--- config.mk ---
export PLATFORM = sky130hd
export DESIGN_NAME = fetch_prefetch_unit
export DESIGN_NICKNAME = d
export VERILOG_FILES = /design/src/rtl/fetch_prefetch_unit.sv
export SDC_FILE = /design/constraint.sdc
export NUM_CORES = 1
export LEC_CHECK = 0
export ABC_CLOCK_PERIOD_IN_PS = 15700
export CORE_ASPECT_RATIO = 0.9
export CORE_UTILIZATION = 48
export DETAILED_ROUTE_END_ITERATION = 10
export DONT_BUFFER_PORTS = 1
export PLACE_DENSITY_LB_ADDON = 0.2
export SYNTH_ARGS = -nofsm -noshare
export SYNTH_HDL_FRONTEND = slang
export SYNTH_SLANG_ARGS = --single-unit
--- constraint.sdc ---
create_clock -name clk_i -period 15.7 [get_ports clk_i]
set_input_delay 2.355 -clock clk_i [delete_from_list [all_inputs] [get_ports clk_i]]
set_output_delay 2.355 -clock clk_i [all_outputs]
set_load 0.01 [all_outputs]
--- src/rtl/fetch_prefetch_unit.sv ---
// RV32 fetch stage: pipelined imem requests feeding a show-ahead prefetch FIFO.
// Optional macro FETCH_BYPASS_EN: when the FIFO is empty, a fresh response goes straight to decode.
module fetch_prefetch_unit #(
  parameter logic [31:0] RESET_PC        = 32'h0000_0000,
  parameter int          FIFO_DEPTH      = 4,
  parameter int          MAX_OUTSTANDING = 2
) (
  input  logic        clk_i,
  input  logic        rst_i,
  output logic        imem_req_o,
  output logic [31:0] imem_addr_o,
  input  logic        imem_gnt_i,
  input  logic        imem_rvalid_i,
  input  logic [31:0] imem_rdata_i,
  input  logic        redirect_i,
  input  logic [31:0] redirect_pc_i,
  input  logic        stall_i,
  output logic        if_valid_o,
  output logic [31:0] if_instr_o,
  output logic [31:0] if_pc_o
);
  localparam int AW = $clog2(FIFO_DEPTH);
  localparam int CW = $clog2(FIFO_DEPTH + 1);
  localparam logic [CW-1:0] DEPTH_C = CW'(FIFO_DEPTH);
  localparam logic [CW-1:0] MAXO_C  = CW'(MAX_OUTSTANDING);

  typedef struct packed {
    logic [31:0] pc;
    logic [31:0] instr;
  } entry_t;

  entry_t        mem_q [FIFO_DEPTH];
  entry_t        mem_d [FIFO_DEPTH];
  logic [31:0]   fetch_pc_q, fetch_pc_d, resp_pc_q, resp_pc_d;
  logic [CW-1:0] outst_q, outst_d, discard_q, discard_d, cnt_q, cnt_d;
  logic [AW-1:0] wr_ptr_q, wr_ptr_d, rd_ptr_q, rd_ptr_d;
  logic          grant, rv, accept, push, pop, fifo_nempty;
  logic          unused_pc_lsbs;

  assign unused_pc_lsbs = ^redirect_pc_i[1:0];
  assign fifo_nempty    = (cnt_q != '0);

  assign imem_req_o  = !rst_i && !redirect_i && (outst_q < MAXO_C) &&
                       ((CW+1)'(outst_q) + (CW+1)'(cnt_q) < (CW+1)'(FIFO_DEPTH));
  assign imem_addr_o = fetch_pc_q;
  assign grant       = imem_req_o && imem_gnt_i;
  // A response with nothing outstanding (e.g. left over from before a reset) is ignored.
  assign rv          = imem_rvalid_i && (outst_q != '0);
  assign accept      = rv && !redirect_i && (discard_q == '0);
  assign pop         = fifo_nempty && !stall_i;

`ifdef FETCH_BYPASS_EN
  logic byp;
  assign byp        = accept && !fifo_nempty;
  assign push       = accept && !(byp && !stall_i);
  assign if_valid_o = fifo_nempty || byp;
  assign if_pc_o    = fifo_nempty ? mem_q[rd_ptr_q].pc    : resp_pc_q;
  assign if_instr_o = fifo_nempty ? mem_q[rd_ptr_q].instr : imem_rdata_i;
`else
  assign push       = accept;
  assign if_valid_o = fifo_nempty;
  assign if_pc_o    = mem_q[rd_ptr_q].pc;
  assign if_instr_o = mem_q[rd_ptr_q].instr;
`endif

  always_comb begin
    mem_d      = mem_q;
    fetch_pc_d = fetch_pc_q;
    resp_pc_d  = resp_pc_q;
    discard_d  = discard_q;
    wr_ptr_d   = wr_ptr_q;
    rd_ptr_d   = rd_ptr_q;
    outst_d    = outst_q + CW'(grant) - CW'(rv);
    cnt_d      = cnt_q + CW'(push) - CW'(pop);
    if (grant) fetch_pc_d = fetch_pc_q + 32'd4;
    if (rv && discard_q != '0) discard_d = discard_q - 1'b1;
    if (accept) resp_pc_d = resp_pc_q + 32'd4;
    if (push) begin
      mem_d[wr_ptr_q] = '{pc: resp_pc_q, instr: imem_rdata_i};
      wr_ptr_d        = wr_ptr_q + 1'b1;
    end
    if (pop) rd_ptr_d = rd_ptr_q + 1'b1;
    // Everything already granted is stale: drop exactly that many responses.
    if (redirect_i) begin
      fetch_pc_d = {redirect_pc_i[31:2], 2'b00};
      resp_pc_d  = {redirect_pc_i[31:2], 2'b00};
      discard_d  = outst_d;
      cnt_d      = '0;
      wr_ptr_d   = '0;
      rd_ptr_d   = '0;
    end
  end

  always_ff @(posedge clk_i or posedge rst_i) begin
    if (rst_i) begin
      mem_q      <= '{default: '0};
      fetch_pc_q <= RESET_PC;
      resp_pc_q  <= RESET_PC;
      outst_q    <= '0;
      discard_q  <= '0;
      cnt_q      <= '0;
      wr_ptr_q   <= '0;
      rd_ptr_q   <= '0;
    end else begin
      mem_q      <= mem_d;
      fetch_pc_q <= fetch_pc_d;
      resp_pc_q  <= resp_pc_d;
      outst_q    <= outst_d;
      discard_q  <= discard_d;
      cnt_q      <= cnt_d;
      wr_ptr_q   <= wr_ptr_d;
      rd_ptr_q   <= rd_ptr_d;
    end
  end

  // Issue credit accounts for every in-flight word, so a full FIFO never sees a lone push.
  assert property (@(posedge clk_i) disable iff (rst_i) !(push && !pop && cnt_q == DEPTH_C));

endmodule
# After elaboration in Yosys (flattened, before gate mapping)
# Cells that the tools add are included.
word_totals:
  out_inout_bits: 98
  word_cells: 70
  register_bits: 333
op_classes:
  reduce_logical: 21
  bitwise_logic: 2
  n_lt_le_gt_ge: 5
  n_mux: 17
  addsub: 10
op_table:
  columns: ["operator", "count"]
  rows:
  - ["$bwmux 256", 1]
  - ["$mux 64", 3]
  - ["$bmux 64 s2", 1]
  - ["$demux 64 s2", 1]
  - ["$mux 32", 4]
  - ["$add 32x3->32 const B", 2]
  - ["$logic_and 1x1->1", 10]
  - ["$mux 3", 3]
  - ["$reduce_bool 3->1", 3]
  - ["$mux 2", 4]
  - ["$reduce_bool 2->1", 4]
  - ["$add 3x1->3", 2]
  - ["$ge 3x3->1 const B", 2]
  - ["$not 2->3", 2]
  - ["$sub 3x1->3", 2]
  - ["$add 2x1->2 const B", 2]
  - ["$add 3x3->4", 1]
  - ["$lt 4x3->1 const B", 1]
  - ["$logic_not 1->1", 3]
  - ["$logic_not 3->1", 1]
  - ["$lt 3x1->1 const B", 1]
  - ["$lt 3x2->1 const B", 1]
  - ["$sub 3x1->3 const B", 1]

# Longest topological paths before layout
logic_depth:
  ltp_word: 8
  ltp_mapped: 15
  ltp_nobuf: 13

# Worst setup path before layout
# No wires, ideal clock.
synth_path:
  kind: "input port to output port"
  start: "input redirect_i"
  end: "output imem_req_o"
  path_buffers: 1
  cell_stages: 3
  path_slack_ns: 10.538
  t_arrival_ns: 2.807
  required_ns: 13.345
  path_cell_list: "buf_2 > nor2b_1 > and3_1"
synth_via:
  elab_chain_len: 4
synth_rtl:
  columns: ["element", "line", "rtl"]
  rows:
  - ["start: declaration", "15", "input logic redirect_i,"]
  - ["$logic_not 1->1", "43", "assign imem_req_o = !rst_i && !redirect_i && (outst_q < MAXO_C) &&"]
  - ["$logic_and 1x1->1 (3 in a row)", "43", null]
  - ["end: declaration", "10", "output logic imem_req_o,"]
# No other way between the ends.

# Worst setup path in the final report
layout_path:
  start: "input rst_i"
  end: "output imem_req_o"
layout_via:
  elab_chain_len: 4
layout_rtl:
  columns: ["element", "line", "rtl"]
  rows:
  - ["start: declaration", "9", "input logic rst_i,"]
  - ["$logic_not 1->1 (no source line)", null, null]
  - ["$logic_and 1x1->1 (3 in a row)", "43", null]
# No other way between the ends.

==> flow_summary.json <==
{
  "status": "completed",
  "cts_num_sinks": 321,
  "finalHoldViolCount": 0,
  "core_area_um2": 30300,
  "fin_nets": 1159,
  "ys.flop_type": "sky130_fd_sc_hd__dfrtp_1",
  "hpwl_um": 19200,
  "synth.area.top_cells": "sky130_fd_sc_hd__dfrtp_1, sky130_fd_sc_hd__mux2_2, sky130_fd_sc_hd__mux4_2",
  "io_pins": 168,
  "cts_inserted_buffers": 35,
  "timing.critical_path.required_ns": 13.35,
  "path_class": "in2out",
  "ys_seq_elements": 321,
  "holdCritPathClass": "reg2reg",
  "drt_drc_violations_left": 0,
  "place.gp.congestion": 0.777,
  "vias_after_detailed_routing": 8834,
  "worst_clock_skew_ns": 0.0118,
  "final.min_clock_period_ns": 5.23,
  "grt_first_pass_wirelength_um": 51800,
  "cp_top_family": "simple AND/OR/NAND/NOR gates",
  "syn-cell-area_um2": 15000,
  "routed_wire_length_per_instance_um": 21.2,
  "rsz0062_at_grt": "no",
  "areal_power_density_over_the_cells_nw_per_um2": 162,
  "clock_insertion_delay_worst_skew_ns": 0.51,
  "finalHoldWorstSlack_ns": 0.476,
  "antenna_violations_before_repair": 1,
  "post_route_cells_drive_above_1_share_pct": 34.2,
  "postRouteAntennaNets": 0,
  "post-cts-setup-buffers": 0,
  "crit_path_end_kind": "output port",
  "fin_setup_tns_ns": 0,
  "drv.max_cap_violation_count": 0,
  "drtIter0Drc": 507,
  "drv_slew": 0,
  "area_used_by_multi_input_combinational_logic_um2": 6510,
  "cts_tree": "yes",
  "die_height_um": 170,
  "drt_pass1_iterations": 5,
  "timing.final.setup_violations": 0,
  "holdBufCountCts": 0,
  "crit_path_top_delay_cell": "sky130_fd_sc_hd__and3_1",
  "grt_util_all_layers_pct": 20.6,
  "post_cts.resized_instances": 0,
  "syn_avg_cell_area_um2": 13.6,
  "timing.fmax_mhz": 191,
  "final_cell_mix": "sky130_fd_sc_hd__dfrtp_1, sky130_fd_sc_hd__mux2_2, sky130_fd_sc_hd__nand2_1",
  "post-synth-top-area-fraction_pct": 53.6,
  "wirelength_um": 31700,
  "post-route-period-util_pct": 33.3,
  "synth_edf_count": 0,
  "antenna_cells": 0,
  "largest_net_degree_at_the_start_of_global_routing": 182,
  "die_width_um": 188,
  "post_drt_via_cell_ratio": 5.90,
  "timing.slew.headroom_pct": 27.5,
  "globalRouteOverflowTotal": 0,
  "grt_pass1_vias": 9020,
  "cts-root-buf": "sky130_fd_sc_hd__clkbuf_16",
  "worstPathCellList": "nor4_1 -> and3_1",
  "yosys_warnings": 0,
  "synth_sequential_area_ratio_pct": 53.6,
  "crit_path_start_kind": "primary input",
  "crit_path_max_incr_delay_ns": 0.30,
  "asyncSetResetFlopFracSynth_pct": 100,
  "ff_latch_area_um2": 8040,
  "power.leakage_nw": 7.50,
  "synth_cells": 1100,
  "initial_core_util_pct": 49.4,
  "area.growth.synth_to_final_pct": 9.67,
  "numPortBuffers": 0,
  "tightestPinTransition_ns": 1.09,
  "synth.lib_cells_used.distinct": 50,
  "clock_path_buffers": 3,
  "timing.critical_path.fanout_max": 2,
  "cp_bufs_invs": 0,
  "setup.reg_to_reg.worst_slack_ns": 12.39,
  "fp.dieArea_um2": 31900,
  "yosys.area.top_type": "sky130_fd_sc_hd__dfrtp_1",
  "data_arrival_time_of_the_worst_path_ns": 2.87,
  "cts.clk_slew.worst_paths_ns": 0.06,
  "ctsHtreeMaxLevel": 2,
  "rows": 60,
  "final_common_cell": "sky130_fd_sc_hd__dfrtp_1",
  "fillers": 2498,
  "max-vdd-ir-drop_uv": 96.8
}
[registers in the layout, summed over array words and instances, names as in the netlist]
name,flops
cnt_q,3
wr_ptr_q,2
discard_q,3
resp_pc_q,30
mem_q,248
imem_addr_o,30
rd_ptr_q,2
outst_q,3
[layout make-up]
class	count	share of cell area, %
sequential	321	48.9
clock buffer	52	6.46
multi-input combinational	683	39.6
timing repair buffer	5	0.305
tap	403	3.07
clock inverter	8	1.02
inverter	26	0.639
[where the power goes]
part,switching [W],internal [W],leakage [nW],total [W]
registers,0.000148,0.00102,4.23,0.00117
logic,0.000292,0.000335,2.67,0.000627
clock network,0.000326,0.000549,0.600,0.000875
[Yosys cell counts, types with 9 or more instances]
master and count:
sky130_fd_sc_hd__dfrtp_1 321, sky130_fd_sc_hd__mux2_2 239, sky130_fd_sc_hd__nand2_1 76, sky130_fd_sc_hd__mux4_2 62
sky130_fd_sc_hd__o21ai_0 55, sky130_fd_sc_hd__nand3_1 36, sky130_fd_sc_hd__buf_2 35, sky130_fd_sc_hd__inv_1 25
sky130_fd_sc_hd__nor2_1 21, sky130_fd_sc_hd__buf_4 20, sky130_fd_sc_hd__xnor2_1 19, sky130_fd_sc_hd__nand4_1 17
sky130_fd_sc_hd__xor2_1 16, sky130_fd_sc_hd__ha_1 15, sky130_fd_sc_hd__clkbuf_1 14, sky130_fd_sc_hd__o211ai_1 13
sky130_fd_sc_hd__and2_1 10, sky130_fd_sc_hd__and3_1 10, sky130_fd_sc_hd__o311ai_0 10, sky130_fd_sc_hd__a21oi_1 9
[routing by layer]
metal / track usage (%) / part of all wire (%)
met5: 0 / 0.035
met1: 30.6 / 47
met4: 4.84 / 1.5
met3: 5.02 / 7.0
met2: 30.6 / 44
[path summary, 6_finish.rpt]
kind                       cells after the start                          end                  start
max                                            2                   imem_req_o                  rst_i
min                                            2        mem_q[60]$_DFFE_PP0P_  mem_q[60]$_DFFE_PP0P_
max reg2reg                                   13     discard_q[2]$_DFFE_PP0P_   outst_q[2]$_DFF_PP0_
min reg2reg                                    2        mem_q[60]$_DFFE_PP0P_  mem_q[60]$_DFFE_PP0P_
max in group asynchronous                      2      rd_ptr_q[0]$_DFFE_PP0P_                  rst_i
min in group asynchronous                      1  imem_addr_o[18]$_DFFE_PP0N_                  rst_i
[metrics by stage]
stage	worst slack [ns]	power, W	std cells	utilization [%]	cell area, um^2
global placement	10.48	0.00180	1438	50.1	15200
CTS	10.46	0.00271	1498	54.2	16400
floorplan	4.46	0.00167	1103	-	15000
global route	10.33	0.00281	1498	54.2	16400
finish	10.47	0.00267	1498	54.2	16400
detailed placement	10.46	0.00182	1438	50.1	15200
[logic make-up (layout without fill, tap and decap cells)]
family	after synthesis	after routing	synth area share, %
flip-flops	321	321	53.6
multiplexers	306	306	27.6
AND/OR/NAND/NOR	217	217	7.58
AO/OA/AOI/OAI	104	104	4.34
buffers and inverters	99	91	3.28
XOR/XNOR	35	35	2.05
adder cells (fa/ha/maj)	17	17	1.52
other	1	4	0.0250
Power figures use the tool's default switching activity.
